File: config.mk
export PLATFORM = sky130hd
export DESIGN_NAME = traceback_sequencer
export DESIGN_NICKNAME = d
export VERILOG_FILES = /design/src/rtl/traceback_sequencer.sv
export SDC_FILE = /design/constraint.sdc
export NUM_CORES = 1
export LEC_CHECK = 0
export CAP_MARGIN = 20
export CORE_MARGIN = 5
export CORE_UTILIZATION = 46
export CTS_CLUSTER_DIAMETER = 50
export DETAILED_ROUTE_END_ITERATION = 16
export PLACE_DENSITY = 0.8
export SKIP_LAST_GASP = 1
export SLEW_MARGIN = 20
export SYNTH_ARGS = -nofsm -noshare
export SYNTH_HDL_FRONTEND = slang
export SYNTH_SLANG_ARGS = --single-unit
export TNS_END_PERCENT = 5
File: constraint.sdc
create_clock -name clk -period 2.1 [get_ports clk]
set_clock_uncertainty 0.2 [all_clocks]
set_input_delay 0.21 -clock clk [delete_from_list [all_inputs] [get_ports clk]]
set_output_delay 0.21 -clock clk [all_outputs]
set_load 0.02 [all_outputs]
File: src/rtl/traceback_sequencer.sv
`default_nettype none
`timescale 1ns/1ps
// ============================================================================
// Module   : traceback_sequencer
// Function : Walks the score/direction matrix back from the max-score cell.
//            Each step reads one cell, follows its direction code and streams
//            the visited cell to the output stage over valid/ready.
// Revision : 1.0  initial release
// ============================================================================
module traceback_sequencer #(
  parameter int SEQ_LEN = 32,
  parameter int ROW_W   = $clog2(SEQ_LEN),
  parameter int COL_W   = $clog2(SEQ_LEN),
  parameter int SCORE_W = 8,
  parameter int STEP_W  = $clog2(2*SEQ_LEN)
) (
  input  logic               clk,
  input  logic               rst_n,
  input  logic               start_of_traceback,
  input  logic [ROW_W-1:0]   max_row,
  input  logic [COL_W-1:0]   max_col,
  input  logic [SCORE_W-1:0] max_score,
  output logic               rd_req,
  output logic [ROW_W-1:0]   next_row,
  output logic [COL_W-1:0]   next_col,
  input  logic               rd_valid,
  input  logic [1:0]         rd_dir,
  output logic               path_valid,
  input  logic               path_ready,
  output logic [1:0]         path_op,
  output logic [ROW_W-1:0]   path_row,
  output logic [COL_W-1:0]   path_col,
  output logic               path_last,
  output logic               busy,
  output logic               finished
);

  typedef enum logic [2:0] {
    S_IDLE  = 3'd0,
    S_ISSUE = 3'd1,
    S_WAIT  = 3'd2,
    S_EMIT  = 3'd3,
    S_DONE  = 3'd4
  } state_t;

  localparam logic [1:0] DIR_STOP = 2'b00;
  localparam logic [1:0] DIR_DIAG = 2'b01;
  localparam logic [1:0] DIR_UP   = 2'b10;
  localparam logic [1:0] DIR_LEFT = 2'b11;

  // Last permitted step index: caps the path at 2*SEQ_LEN-1 entries so a
  // corrupted matrix cannot keep the core busy forever.
  localparam logic [STEP_W-1:0] STEP_CAP = STEP_W'(2*SEQ_LEN-2);

  state_t             state_q;
  logic [ROW_W-1:0]   cur_row_q;
  logic [COL_W-1:0]   cur_col_q;
  logic [STEP_W-1:0]  step_q;
  logic [1:0]         dir_q;
  logic               last_d;

  // The current cell is both the read address and the emitted coordinate;
  // it only moves on a path handshake, so it is stable throughout EMIT.
  assign next_row = cur_row_q;
  assign next_col = cur_col_q;
  assign path_row = cur_row_q;
  assign path_col = cur_col_q;
  assign path_op  = dir_q;

  // Decide whether the cell being returned ends the path: explicit STOP, a
  // move that would leave the matrix, or the step cap.
  always_comb begin
    last_d = 1'b0;
    if (rd_dir == DIR_STOP)
      last_d = 1'b1;
    if ((rd_dir == DIR_DIAG || rd_dir == DIR_UP) && cur_row_q == '0)
      last_d = 1'b1;
    if ((rd_dir == DIR_DIAG || rd_dir == DIR_LEFT) && cur_col_q == '0)
      last_d = 1'b1;
    if (step_q == STEP_CAP)
      last_d = 1'b1;
  end

  // Traceback FSM with registered handshake and status outputs.
  always_ff @(posedge clk or negedge rst_n) begin
    if (!rst_n) begin
      state_q    <= S_IDLE;
      cur_row_q  <= '0;
      cur_col_q  <= '0;
      step_q     <= '0;
      dir_q      <= DIR_STOP;
      rd_req     <= 1'b0;
      path_valid <= 1'b0;
      path_last  <= 1'b0;
      busy       <= 1'b0;
      finished   <= 1'b0;
    end else begin
      case (state_q)
        S_IDLE: begin
          if (start_of_traceback) begin
            cur_row_q <= max_row;
            cur_col_q <= max_col;
            step_q    <= '0;
            busy      <= 1'b1;
            if (max_score == '0) begin
              // Nothing aligned: finish without touching memory.
              state_q  <= S_DONE;
              finished <= 1'b1;
            end else begin
              state_q <= S_ISSUE;
              rd_req  <= 1'b1;
            end
          end
        end
        S_ISSUE: begin
          rd_req  <= 1'b0;
          state_q <= S_WAIT;
        end
        S_WAIT: begin
          if (rd_valid) begin
            dir_q      <= rd_dir;
            path_valid <= 1'b1;
            path_last  <= last_d;
            state_q    <= S_EMIT;
          end
        end
        S_EMIT: begin
          if (path_ready) begin
            path_valid <= 1'b0;
            path_last  <= 1'b0;
            if (path_last) begin
              state_q  <= S_DONE;
              finished <= 1'b1;
            end else begin
              // Edge cases were folded into path_last, so no underflow here.
              case (dir_q)
                DIR_DIAG: begin
                  cur_row_q <= cur_row_q - 1'b1;
                  cur_col_q <= cur_col_q - 1'b1;
                end
                DIR_UP:   cur_row_q <= cur_row_q - 1'b1;
                DIR_LEFT: cur_col_q <= cur_col_q - 1'b1;
                default:  ;
              endcase
              step_q  <= step_q + 1'b1;
              rd_req  <= 1'b1;
              state_q <= S_ISSUE;
            end
          end
        end
        S_DONE: begin
          finished <= 1'b0;
          busy     <= 1'b0;
          state_q  <= S_IDLE;
        end
        default: state_q <= S_IDLE;
      endcase
    end
  end

endmodule
`default_nettype wire

== Yosys cells after proc, flatten, opt, wreduce, memory -nomap -nowiden ==
Cells that the tools add are included.
Operators by class
  $add $sub $neg: 3
  equal/unequal tests: 20
  multiplexer cells: 41
  reductions and logical operators: 25
Operators by type and width (number)
  two-way mux 5 bit: 8
  one-hot mux 5 bit (2 select lines): 2
  AND reduction 5 bit: 4
  two-way mux 6 bit: 3
  inequality test 2 bit, second input constant: 9
  two-way mux 1 bit: 16
  two-way mux 3 bit: 5
  one-hot mux 3 bit (4 select lines): 1
  one-hot mux 6 bit (2 select lines): 1
  logical NOT 5 bit: 2
  subtractor 5 x 1 -> 5 bit, second input constant: 2
  equality test 2 bit, second input constant: 4
  logical NOT 8 bit: 1
  adder 6 x 1 -> 6 bit, second input constant: 1
  equality test 3 x 2 -> 1 bit, second input constant: 2
  equality test 6 bit, second input constant: 1
  one-hot mux 1 bit (2 select lines): 3
  one-hot mux 1 bit (3 select lines): 2
  AND reduction 3 bit: 2
  nonzero test 2 bit: 3
  nonzero test 3 bit: 2
  equality test 2 x 1 -> 1 bit, second input constant: 2
  AND reduction 2 bit: 2
  AND reduction 4 bit: 1
  7 further kinds: 10
Storage, ports and cells
  bits in registers: 26
  input bits: 25
  output and inout bits: 27
  logic and storage cells: 99

== Depth between registers and ports, before layout ==
  depth after elaboration: 8
  gate-level depth with buffers: 7

== Worst setup path before layout ==
Ideal clock, no wire load.
  path kind: reg-to-reg
  start point: register cur_row_q[0], in the netlist next_row[0]
  end point: register path_last
  data arrival time: 1.484 ns
  data required time: 1.762 ns
  setup slack: 0.278 ns
  stages on the path, launching flop included: 7
  buffers on the path: 0
  cell sequence: dfrtp_1 -> inv_1 -> ha_1 -> or3b_2 -> nor2_1 -> a2111oi_0 -> a21oi_1
Between the ends
  cells in the longest elaborated chain, start to end: 7
RTL lines
  start, declared: RTL line 56  | logic [ROW_W-1:0] cur_row_q;
  start signal, assigned: RTL line 101  | cur_row_q <= max_row;
  start signal, assigned: RTL line 138  | cur_row_q <= cur_row_q - 1'b1;
  start signal, assigned: RTL line 141  | DIR_UP: cur_row_q <= cur_row_q - 1'b1;
  logical NOT 5 bit: RTL line 76  | if ((rd_dir == DIR_DIAG || rd_dir == DIR_UP) && cur_row_q == '0)
  logical AND 1 bit: RTL line 76
  two-way mux 1 bit: RTL line 76
  two-way mux 1 bit: RTL line 78  | if ((rd_dir == DIR_DIAG || rd_dir == DIR_LEFT) && cur_col_q == '0)
  two-way mux 1 bit: RTL line 80  | if (step_q == STEP_CAP)
  two-way mux 1 bit: RTL line 120  | if (rd_valid) begin
  one-hot mux 1 bit (2 select lines): RTL line 98  | case (state_q)
  end signal, assigned: RTL line 123  | path_last <= last_d;
  end, declared: RTL line 33  | output logic path_last,
Every way passes these cells. The select of a mux whose other input is x is not followed.
A chain may end at the register's enable or synchronous reset.

== Worst setup path after layout ==
Ends and elaborated chain as after synthesis.

==> results.ini <==
[run_status]
status=finished, final reports clean

[power_and_ir_drop]
power.density_mw_per_mm2=1460
p_leak_nw=0.945
ir_drop_v=0.000780

[clock_tree]
insertion_delay_ns=0.32
tritoncts=built
postCtsSetupBuffers=0
numCtsBuffers=3
clockBufferDepth=2
clock_sinks=26
path_clk_slew_ns=0.14
htreeDepth=1
root_buffer=clkbuf_4

[yosys]
synth_edf_count=0
netlist_instances=182
ys_ff_latch=26
syn_avg_cell_area_um2=8.94
synth_cell_type_count=46
syn_nets=216
yosysWarnings=0
synth-async-reset-ratio_pct=100
ys_seq_area_share_pct=40.0
synth_ff_type=dfrtp_1
netlist_area_mm2=0.00163

[run]
cap_violations=0

[drt]
postRouteWirelength_mm=3.86
drt-initial-drc-count=43
wl_per_cell_um=14.0
firstDrtPassIters=4
drc_errors=0
vias=1495
ant_nets=0
routed_via_density=5.44

[min_path]
hold_class=primary input to asynchronous set/reset pin

[die]
die_w_um=69.5
core_area_mm2=0.00339
dieArea_mm2=0.00483
fp-row-count=21
chipHeight_um=69.5
pin_count=52
start_util_pct=48.0

[finish]
syn_to_final_growth_pct=34.3
layout.nets=265
antennaDiodeCount=0
drive_gt1_share_pct=8.73

[global_route]
track_usage_pct=16.3
grt_overflow=0
grt_pass1_vias=1450
grt_pass1_wl_mm=6.60
antenna_found_initial=0
grt_max_degree=27

[critical_path]
worstRegToRegCells=6
cp.required_ns=2.10
r2r_end=path_last$_DFFE_PN0P_
end_kind=flop
path_max_fanout=5
cp.arrival_ns=1.97
ff2ff_setup_slack_ns=0.14
worst_setup_path_start_kind=flop
crit_type=flop to flop
r2r_start=next_row[0]$_DFFE_PN0P_

[timing]
setup_viol=0
slew_violations=0
fmax_mhz=509
worst_pin_slew_ns=0.525
fin_crit_ns=1.96
setup_tns_ns=0
rsz0062_at_grt=false
relSlewSlack_pct=64.8
fin_crit_sh_pct=93.5
hold_violations=0
whs_ns=0.0454

[placed_design]
hpwl_mm=2.95
portBuffers=51
gp_congestion=0.782

==> critical path, stage by stage (launching register included) <==
cell and delay [ns]:
dfrtp_1 0.46, inv_1 0.09, ha_1 0.22, or3b_2 0.21, nor2_1 0.06, a2111oi_1 0.46, a21oi_1 0.15
==> cell families after synthesis <==
logic type / share of synthesized area, %
adder cells (fa/ha/maj): 6.92
AO/OA/AOI/OAI: 20.0
flip-flops: 40.0
AND/OR/NAND/NOR: 20.6
multiplexers: 2.61
buffers and inverters: 9.92
==> area by class of cell <==
| cell class | count | area (um^2) |
|---|---|---|
| inverters | 12 | 45.0 |
| well taps | 46 | 57.6 |
| fillers | 278 | 1200 |
| clock buffers | 3 | 22.5 |
| flip-flops and latches | 26 | 651 |
| multi-input cells | 126 | 817 |
| repair buffers | 62 | 593 |
==> stage by stage <==
step | std cells | worst slack (ns) | power, mW | utilization, % | area, um^2
detailed placement | 272 | 0.0240 | 2.98 | 63.8 | 2160
global placement | 272 | 0.0764 | 2.93 | 63.8 | 2160
floorplan | 182 | 0.278 | 2.25 | - | 1630
global route | 275 | 0.0339 | 3.42 | 64.5 | 2190
finish | 275 | 0.136 | 3.18 | 64.5 | 2190
CTS | 275 | 0.0972 | 3.20 | 64.5 | 2180
==> sequential cells by signal, summed over array words and instances (netlist names) <==
| signal | cells |
|---|---|
| step_q | 6 |
| next_col | 5 |
| next_row | 5 |
| state_q | 3 |
| path_op | 2 |
| busy | 1 |
| finished | 1 |
| path_last | 1 |
| path_valid | 1 |
| rd_req | 1 |
==> worst max-delay path by stage <==
stage,cells after the start,slack [ns],start,endpoint
finish,6,0.14,next_row[0]$_DFFE_PN0P_,path_last$_DFFE_PN0P_
global route,6,0.03,next_row[0]$_DFFE_PN0P_,path_last$_DFFE_PN0P_
detailed placement,7,0.02,rd_dir[1],path_last$_DFFE_PN0P_
CTS,6,0.1,next_row[0]$_DFFE_PN0P_,path_last$_DFFE_PN0P_
floorplan,6,0.28,next_row[0]$_DFFE_PN0P_,path_last$_DFFE_PN0P_
global placement,7,0.08,rd_dir[1],path_last$_DFFE_PN0P_
==> cell usage in the layout (no fill, tap or decap), types with 3 or more instances in the layout <==
| cell | netlist | layout |
|---|---|---|
| a21oi_1 | 12 | 12 |
| a22o_1 | 5 | 5 |
| buf_4 | 11 | 11 |
| clkbuf_4 | 0 | 3 |
| clkdlybuf4s50_1 | 0 | 51 |
| dfrtp_1 | 26 | 26 |
| ha_1 | 9 | 9 |
| inv_1 | 12 | 12 |
| nand2_1 | 17 | 17 |
| nand3_1 | 9 | 9 |
| nor2_1 | 11 | 11 |
| nor3_1 | 6 | 6 |
| o21ai_0 | 10 | 10 |
| o21ai_1 | 7 | 7 |
| o31ai_1 | 3 | 3 |
==> power breakdown <==
group	leakage (nW)	switching (mW)	total (mW)	internal, mW
clock	0.0138	0.149	0.217	0.0673
combinational	0.615	1.01	1.94	0.934
sequential	0.316	0.297	1.02	0.728
==> timing repair <==
item,CTS,global route
hold buffers,0,0
setup endpoints to repair,0,1
resized for setup,0,1
==> layer usage <==
layer  global-route usage [%]  part of all wire, %  vias up
met5                        0                    0        -
met4                     5.42                 0.83        0
met3                     2.61                  5.0        4
met2                     28.0                   48       43
met1                     20.8                   46      712
li1                         -                    -      736
==> cell usage after synthesis (5+ instances only) <==
master | count | area [um^2]
dfrtp_1 | 26 | 651
nand2_1 | 17 | 63.8
a21oi_1 | 12 | 60.1
inv_1 | 12 | 45.0
buf_4 | 11 | 82.6
nor2_1 | 11 | 41.3
o21ai_0 | 10 | 50.1
ha_1 | 9 | 113
nand3_1 | 9 | 45.0
o21ai_1 | 7 | 35.0
buf_2 | 6 | 30.0
nor3_1 | 6 | 30.0
a22o_1 | 5 | 43.8
No activity file was read; power rests on OpenSTA's default activity.
